### src/rtl/dot_acc_pkg.sv
// Shared widths, count sizing, saturation limits and rounding constant
// for the dot-accumulate / quantize datapath.
package dot_acc_pkg;

    localparam int DEF_SUM_WIDTH = 21;
    localparam int DEF_ACC_WIDTH = 24;
    localparam int DEF_NUM_TERMS = 3;
    localparam int DEF_SHIFT     = 8;
    localparam int DEF_OUT_WIDTH = 8;

    // Output register occupancy; the term counter carries the group state.
    typedef enum logic {
        OUT_EMPTY = 1'b0,
        OUT_FULL  = 1'b1
    } out_state_t;

    // Width of a counter able to hold 0..num_terms.
    function automatic int cnt_width(input int num_terms);
        return $clog2(num_terms + 1);
    endfunction

    // Largest unsigned value representable in ow bits.
    function automatic longint sat_umax(input int ow);
        return (longint'(1) <<< ow) - 1;
    endfunction

    // Largest two's-complement value representable in ow bits.
    function automatic longint sat_smax(input int ow);
        return (longint'(1) <<< (ow - 1)) - 1;
    endfunction

    // Most negative two's-complement value representable in ow bits.
    function automatic longint sat_smin(input int ow);
        return -(longint'(1) <<< (ow - 1));
    endfunction

    // Half an LSB of the shifted result, added before the shift so the
    // truncation rounds half up.
    function automatic longint round_const(input int shift);
        return longint'(1) <<< (shift - 1);
    endfunction

endpackage

### src/rtl/dot_quant.sv
// Round, arithmetic right shift, optional ReLU and saturation from
// ACC_WIDTH down to OUT_WIDTH. Purely combinational.
// Macro DOT_ACCUM_RELU_EN: when defined, negatives go to 0 and the
// result is unsigned; otherwise the result is saturated two's-complement.
module dot_quant
    import dot_acc_pkg::*;
#(
    parameter int ACC_WIDTH = DEF_ACC_WIDTH,
    parameter int SHIFT     = DEF_SHIFT,
    parameter int OUT_WIDTH = DEF_OUT_WIDTH
) (
    input  logic signed [ACC_WIDTH-1:0] acc_in,
    output logic        [OUT_WIDTH-1:0] q_out
);

    // One extra bit so adding the rounding constant can never wrap.
    localparam int EW = ACC_WIDTH + 1;
    localparam logic signed [EW-1:0] RND = EW'(round_const(SHIFT));

`ifdef DOT_ACCUM_RELU_EN
    localparam logic signed [EW-1:0] HI_LIM = EW'(sat_umax(OUT_WIDTH));
    localparam logic signed [EW-1:0] LO_LIM = '0;
`else
    localparam logic signed [EW-1:0] HI_LIM = EW'(sat_smax(OUT_WIDTH));
    localparam logic signed [EW-1:0] LO_LIM = EW'(sat_smin(OUT_WIDTH));
`endif

    logic signed [EW-1:0] rounded;
    logic signed [EW-1:0] shifted;

    assign rounded = $signed({acc_in[ACC_WIDTH-1], acc_in}) + RND;
    assign shifted = rounded >>> SHIFT;

    // Clamp the shifted value into the representable output range.
    always_comb begin
        q_out = shifted[OUT_WIDTH-1:0];
        if (shifted > HI_LIM) begin
            q_out = HI_LIM[OUT_WIDTH-1:0];
        end else if (shifted < LO_LIM) begin
            q_out = LO_LIM[OUT_WIDTH-1:0];
        end
    end

endmodule

### src/rtl/dot_accum_quant.sv
// Accumulates NUM_TERMS dot results plus bias per group, quantizes the
// group sum and hands it downstream through a valid/ready output register.
// Quantization mode is selected by macro DOT_ACCUM_RELU_EN (see dot_quant).
module dot_accum_quant
    import dot_acc_pkg::*;
#(
    parameter int SUM_WIDTH = DEF_SUM_WIDTH,
    parameter int ACC_WIDTH = DEF_ACC_WIDTH,
    parameter int NUM_TERMS = DEF_NUM_TERMS,
    parameter int SHIFT     = DEF_SHIFT,
    parameter int OUT_WIDTH = DEF_OUT_WIDTH
) (
    input  logic                                 clk,
    input  logic                                 rst,
    input  logic                                 dot_vld,
    input  logic signed [SUM_WIDTH-1:0]          dot,
    input  logic signed [ACC_WIDTH-1:0]          bias,
    input  logic                                 clear,
    output logic                                 out_vld,
    output logic        [OUT_WIDTH-1:0]          out_data,
    input  logic                                 out_rdy,
    output logic                                 ovf_err,
    output logic        [cnt_width(NUM_TERMS)-1:0] term_cnt
);

    localparam int CNT_W = cnt_width(NUM_TERMS);
    localparam logic [CNT_W-1:0] LAST_IDX = CNT_W'(NUM_TERMS - 1);

    logic signed [ACC_WIDTH-1:0] acc_reg, acc_next;
    logic        [CNT_W-1:0]     term_cnt_reg, term_cnt_next;
    out_state_t                  out_state_reg, out_state_next;
    logic        [OUT_WIDTH-1:0] out_data_reg, out_data_next;
    logic                        ovf_err_reg, ovf_err_next;

    logic signed [ACC_WIDTH-1:0] dot_ext;
    logic signed [ACC_WIDTH-1:0] acc_sum;
    logic        [CNT_W-1:0]     eff_cnt;
    logic                        is_first;
    logic                        is_last;
    logic        [OUT_WIDTH-1:0] q_val;
    logic                        pop;
    logic                        load;
    logic                        drop;

    // Sign-extend the incoming dot to the accumulator width bit by bit.
    for (genvar gi = 0; gi < ACC_WIDTH; gi++) begin : g_sext
        if (gi < SUM_WIDTH) begin : g_low
            assign dot_ext[gi] = dot[gi];
        end else begin : g_high
            assign dot_ext[gi] = dot[SUM_WIDTH-1];
        end
    end

    // Group sequencing: clear makes this cycle's dot term 0 of a new group.
    always_comb begin
        eff_cnt       = clear ? '0 : term_cnt_reg;
        is_first      = (eff_cnt == '0);
        is_last       = dot_vld && (eff_cnt == LAST_IDX);
        acc_sum       = (is_first ? bias : acc_reg) + dot_ext;
        acc_next      = acc_reg;
        term_cnt_next = term_cnt_reg;
        if (dot_vld) begin
            acc_next      = acc_sum;
            term_cnt_next = is_last ? '0 : eff_cnt + CNT_W'(1);
        end else if (clear) begin
            acc_next      = '0;
            term_cnt_next = '0;
        end
    end

    // The completing sum is quantized straight from the adder output.
    dot_quant #(
        .ACC_WIDTH (ACC_WIDTH),
        .SHIFT     (SHIFT),
        .OUT_WIDTH (OUT_WIDTH)
    ) u_quant (
        .acc_in (acc_sum),
        .q_out  (q_val)
    );

    // Output register: pop on handshake, load when empty or popping, drop when stalled.
    always_comb begin
        pop            = (out_state_reg == OUT_FULL) && out_rdy;
        load           = is_last && ((out_state_reg == OUT_EMPTY) || out_rdy);
        drop           = is_last && (out_state_reg == OUT_FULL) && !out_rdy;
        out_state_next = out_state_reg;
        out_data_next  = out_data_reg;
        ovf_err_next   = ovf_err_reg | drop;
        if (load) begin
            out_state_next = OUT_FULL;
            out_data_next  = q_val;
        end else if (pop) begin
            out_state_next = OUT_EMPTY;
        end
    end

    // Accumulator and term counter state.
    always_ff @(posedge clk) begin
        if (rst) begin
            acc_reg      <= '0;
            term_cnt_reg <= '0;
        end else begin
            acc_reg      <= acc_next;
            term_cnt_reg <= term_cnt_next;
        end
    end

    // Output register occupancy, held data and sticky overflow flag.
    always_ff @(posedge clk) begin
        if (rst) begin
            out_state_reg <= OUT_EMPTY;
            out_data_reg  <= '0;
            ovf_err_reg   <= 1'b0;
        end else begin
            out_state_reg <= out_state_next;
            out_data_reg  <= out_data_next;
            ovf_err_reg   <= ovf_err_next;
        end
    end

    assign out_vld  = (out_state_reg == OUT_FULL);
    assign out_data = out_data_reg;
    assign ovf_err  = ovf_err_reg;
    assign term_cnt = term_cnt_reg;

endmodule

### config.mk
export PLATFORM = sky130hd
export DESIGN_NAME = dot_accum_quant
export DESIGN_NICKNAME = d
export VERILOG_FILES = /design/src/rtl/dot_acc_pkg.sv /design/src/rtl/dot_quant.sv /design/src/rtl/dot_accum_quant.sv
export SDC_FILE = /design/constraint.sdc
export NUM_CORES = 1
export LEC_CHECK = 0
export CORE_ASPECT_RATIO = 0.5
export CORE_UTILIZATION = 30
export CTS_CLUSTER_DIAMETER = 30
export CTS_CLUSTER_SIZE = 10
export DETAILED_ROUTE_END_ITERATION = 16
export PLACE_DENSITY = 0.55
export SYNTH_ARGS = -nofsm -noshare
export SYNTH_HDL_FRONTEND = slang
export SYNTH_HIERARCHICAL = 1
export SYNTH_SLANG_ARGS = --single-unit
export TNS_END_PERCENT = 5
### constraint.sdc
create_clock -name clk -period 6.65 [get_ports clk]
set_input_delay 1.33 -clock clk [delete_from_list [all_inputs] [get_ports clk]]
set_output_delay 1.33 -clock clk [all_outputs]
set_load 0.01 [all_outputs]
==> out/metrics.csv <==
metric,value,unit
die area,11000,um2
worst rel slew slack,41.9,%
Critical Path Sink Type,flop,
DRT Pass-1 Iters,4,
setup violation total in the final timing report,0,
# hold bufs at CTS,0,
Multi-input gate area,2370,um2
largest cells by area after synthesis,"dfxtp_1 23%, ha_1 9.8%, mux2_2 8.9%, a21oi_1 5.8%, xnor2_1 5.2%",
Setup Crit Path Kind,input port to flop,
post-synthesis adder-cell area fraction,10.5,%
worst clock skew,0.00683,ns
# fillers,1076,
io pins,62,
synth warn,6,
# diodes,0,
Post-Synthesis Cell Area,3180,um2
fmax,0.164,GHz
post-DR vias/cell,5.09,
most frequent cells after synthesis,"37 x a21oi_1, 36 x dfxtp_1, 29 x nor2_1",
Hold Slack,0.474,ns
status,"finished, final reports clean",
final worst path period need,6.09,ns
share of cells above drive strength 1,13.1,%
Clock Latency Late Sink,0.29,ns
Root Driver,clkbuf_16,
Fin Setup TNS,0,ns
Post-Route WL,8.68,mm
htree depth,2,
Setup Buffers After CTS,0,
total power draw,0.937,mW
Max rail drop VDD,0.0919,mV
Placer Congestion,0.832,
number of flip-flops in the largest register,24,
Core ar.,10200,um2
CTS tree,yes,
number of DRC markers in iteration 0,129,
die width,148,um
Vias,2972,
Yosys cell types,57,
Nets,519,
compound-cell area share of the yosys netlist,23.4,%
final HPWL from detailed placement,6.72,mm
first-pass GRT wire length,14.4,mm
largest net degree at the start of global routing,26,
register area,721,um2
total grt overflow,0,
CTS buffer count,5,
vias in the first global route,2819,
Worst R2R Path Depth,17,
Worst Hold Depth,2,
Worst-Margin Slew,0.870,ns
top cell type by total area after synthesis,dfxtp_1,
part of the cycle the worst path needs,91.6,%
WL/cell,14.9,um
Cells after Synth,377,
Post-synth top flop,dfxtp_1,
Syn-to-layout area delta,30.7,%
die height,74.8,um
initial antenna violation count,0,
maximum clock path buffer count,2,
Yosys reg bits,36,
Sink Count,36,
Starting Density,31.0,%
Tot GR Track Use,16.7,%
final hold violations,0,
crit path max fanout,25,
asr flop ratio synth,0,%
area fraction of the dominant cell type after synthesis,22.7,%
proportion of synthesized area in mux cells,12.3,%
Post-synth EDFFs,0,
most common cell in the netlist,a21oi_1,
main combinational cell family by area after synthesis,compound AO/OA/AOI/OAI gates,
Power Density,225,nW/um2
CP Launch Type,input port,
Worst EP required,6.79,ns
clock-pin slew on the worst setup and hold paths,0.06,ns
post-synthesis average cell area,8.44,um2
sequential area share after synthesis,22.7,%
Post-Syn Nets,453,
# DRC,0,
unrepaired setup endpoints after global routing,no,
Max Cap Violations,0,
final slew viol count,0,
post-cts sizing count,0,
num rows,26,
post-synthesis simple-gate area fraction,19.1,%
LEAKAGE,1.63,nW
Synth Area in XOR/XNOR,9.36,%
ANT nets after route,0,
placed insts,576,
non-filler instance count after layout,584,
Final Core Density,40.6,%
IO Port Bufs,61,
Hold Path Class,flop to flop,
Worst EP arrival,6.24,ns
[worst max-delay path, stage by stage]
cell             delay [ns]
clkdlybuf4s50_1        0.49
o21bai_4               0.37
mux2_2                 0.41
ha_1                   0.34
a21o_1                 0.16
nand3_1                0.10
a31o_2                 0.30
o311ai_2               0.42
a41oi_1                0.19
xnor2_1                0.47
nand4_1                0.37
nor4_1                 0.38
mux2i_1                0.22
nand4_1                0.14
o21bai_4               0.23
a21oi_1                0.10
mux2i_1                0.14
nor2_1                 0.05
[logic make-up (layout without fill, tap and decap cells)]
logic type | after synthesis | after routing
buffers and inverters | 21 | 88
AO/OA/AOI/OAI | 110 | 110
XOR/XNOR | 34 | 34
flip-flops | 36 | 36
multiplexers | 36 | 36
AND/OR/NAND/NOR | 114 | 114
adder cells (fa/ha/maj) | 26 | 26
[layer usage]
metal  part of all wire, %  GRT usage, %
met5                     0             0
met4                   1.0          4.47
met3                   3.8          3.45
met2                    43          27.3
met1                    52          22.7
[layout make-up]
class	count	area share [%]
Clock inverter	2	0.843
Sequential cell	36	17.3
Tap cell	140	4.21
Inverter	8	0.722
Timing Repair Buffer	72	16.7
Clock buffer	6	3.10
Multi-Input combinational cell	320	57.1
[where the power goes]
group / total (mW) / internal (mW) / leakage (nW) / switching (mW)
sequential: 0.243 / 0.234 / 0.295 / 0.00909
clock: 0.275 / 0.177 / 0.0808 / 0.0988
combinational: 0.419 / 0.188 / 1.26 / 0.230
[path summary, 6_finish.rpt]
check              startpoint          end  slack (ns)
setup / recovery        clear  out_data[3]        0.56
hold / removal        ovf_err      ovf_err        0.47
setup reg to reg  term_cnt[0]  out_data[3]        1.40
hold reg to reg       ovf_err      ovf_err        0.47
[cells in the final DEF, fill, tap and decap left out, drive strengths merged, types with 3 or more instances in the layout]
| cell | synthesis | layout |
|---|---|---|
| xor2 | 15 | 15 |
| clkbuf | 7 | 6 |
| nand4 | 9 | 9 |
| dfxtp | 36 | 36 |
| clkdlybuf4s50 | 0 | 61 |
| nor2b | 3 | 3 |
| and2 | 3 | 3 |
| nand3 | 12 | 12 |
| inv | 8 | 8 |
| nor2 | 29 | 29 |
| buf | 5 | 11 |
| ha | 25 | 25 |
| nand2 | 27 | 27 |
| a31oi | 4 | 4 |
| a22o | 15 | 15 |
| xnor2 | 19 | 19 |
| a21oi | 38 | 38 |
| nor3 | 5 | 5 |
| mux2i | 11 | 11 |
| nor4 | 5 | 5 |
| o21ai | 22 | 22 |
| mux2 | 25 | 25 |
| and3 | 6 | 6 |
| a21o | 4 | 4 |
| o31ai | 3 | 3 |
| a211oi | 3 | 3 |
| nor3b | 8 | 8 |
[stage by stage]
stage	area [um2]	setup WS [ns]
after global placement	3990	0.503
after CTS	4160	0.533
after floorplan	3180	1.28
final	4160	0.555
after global routing	4160	0.149
after detailed placement	3990	0.292
Power figures use the tool's default switching activity.
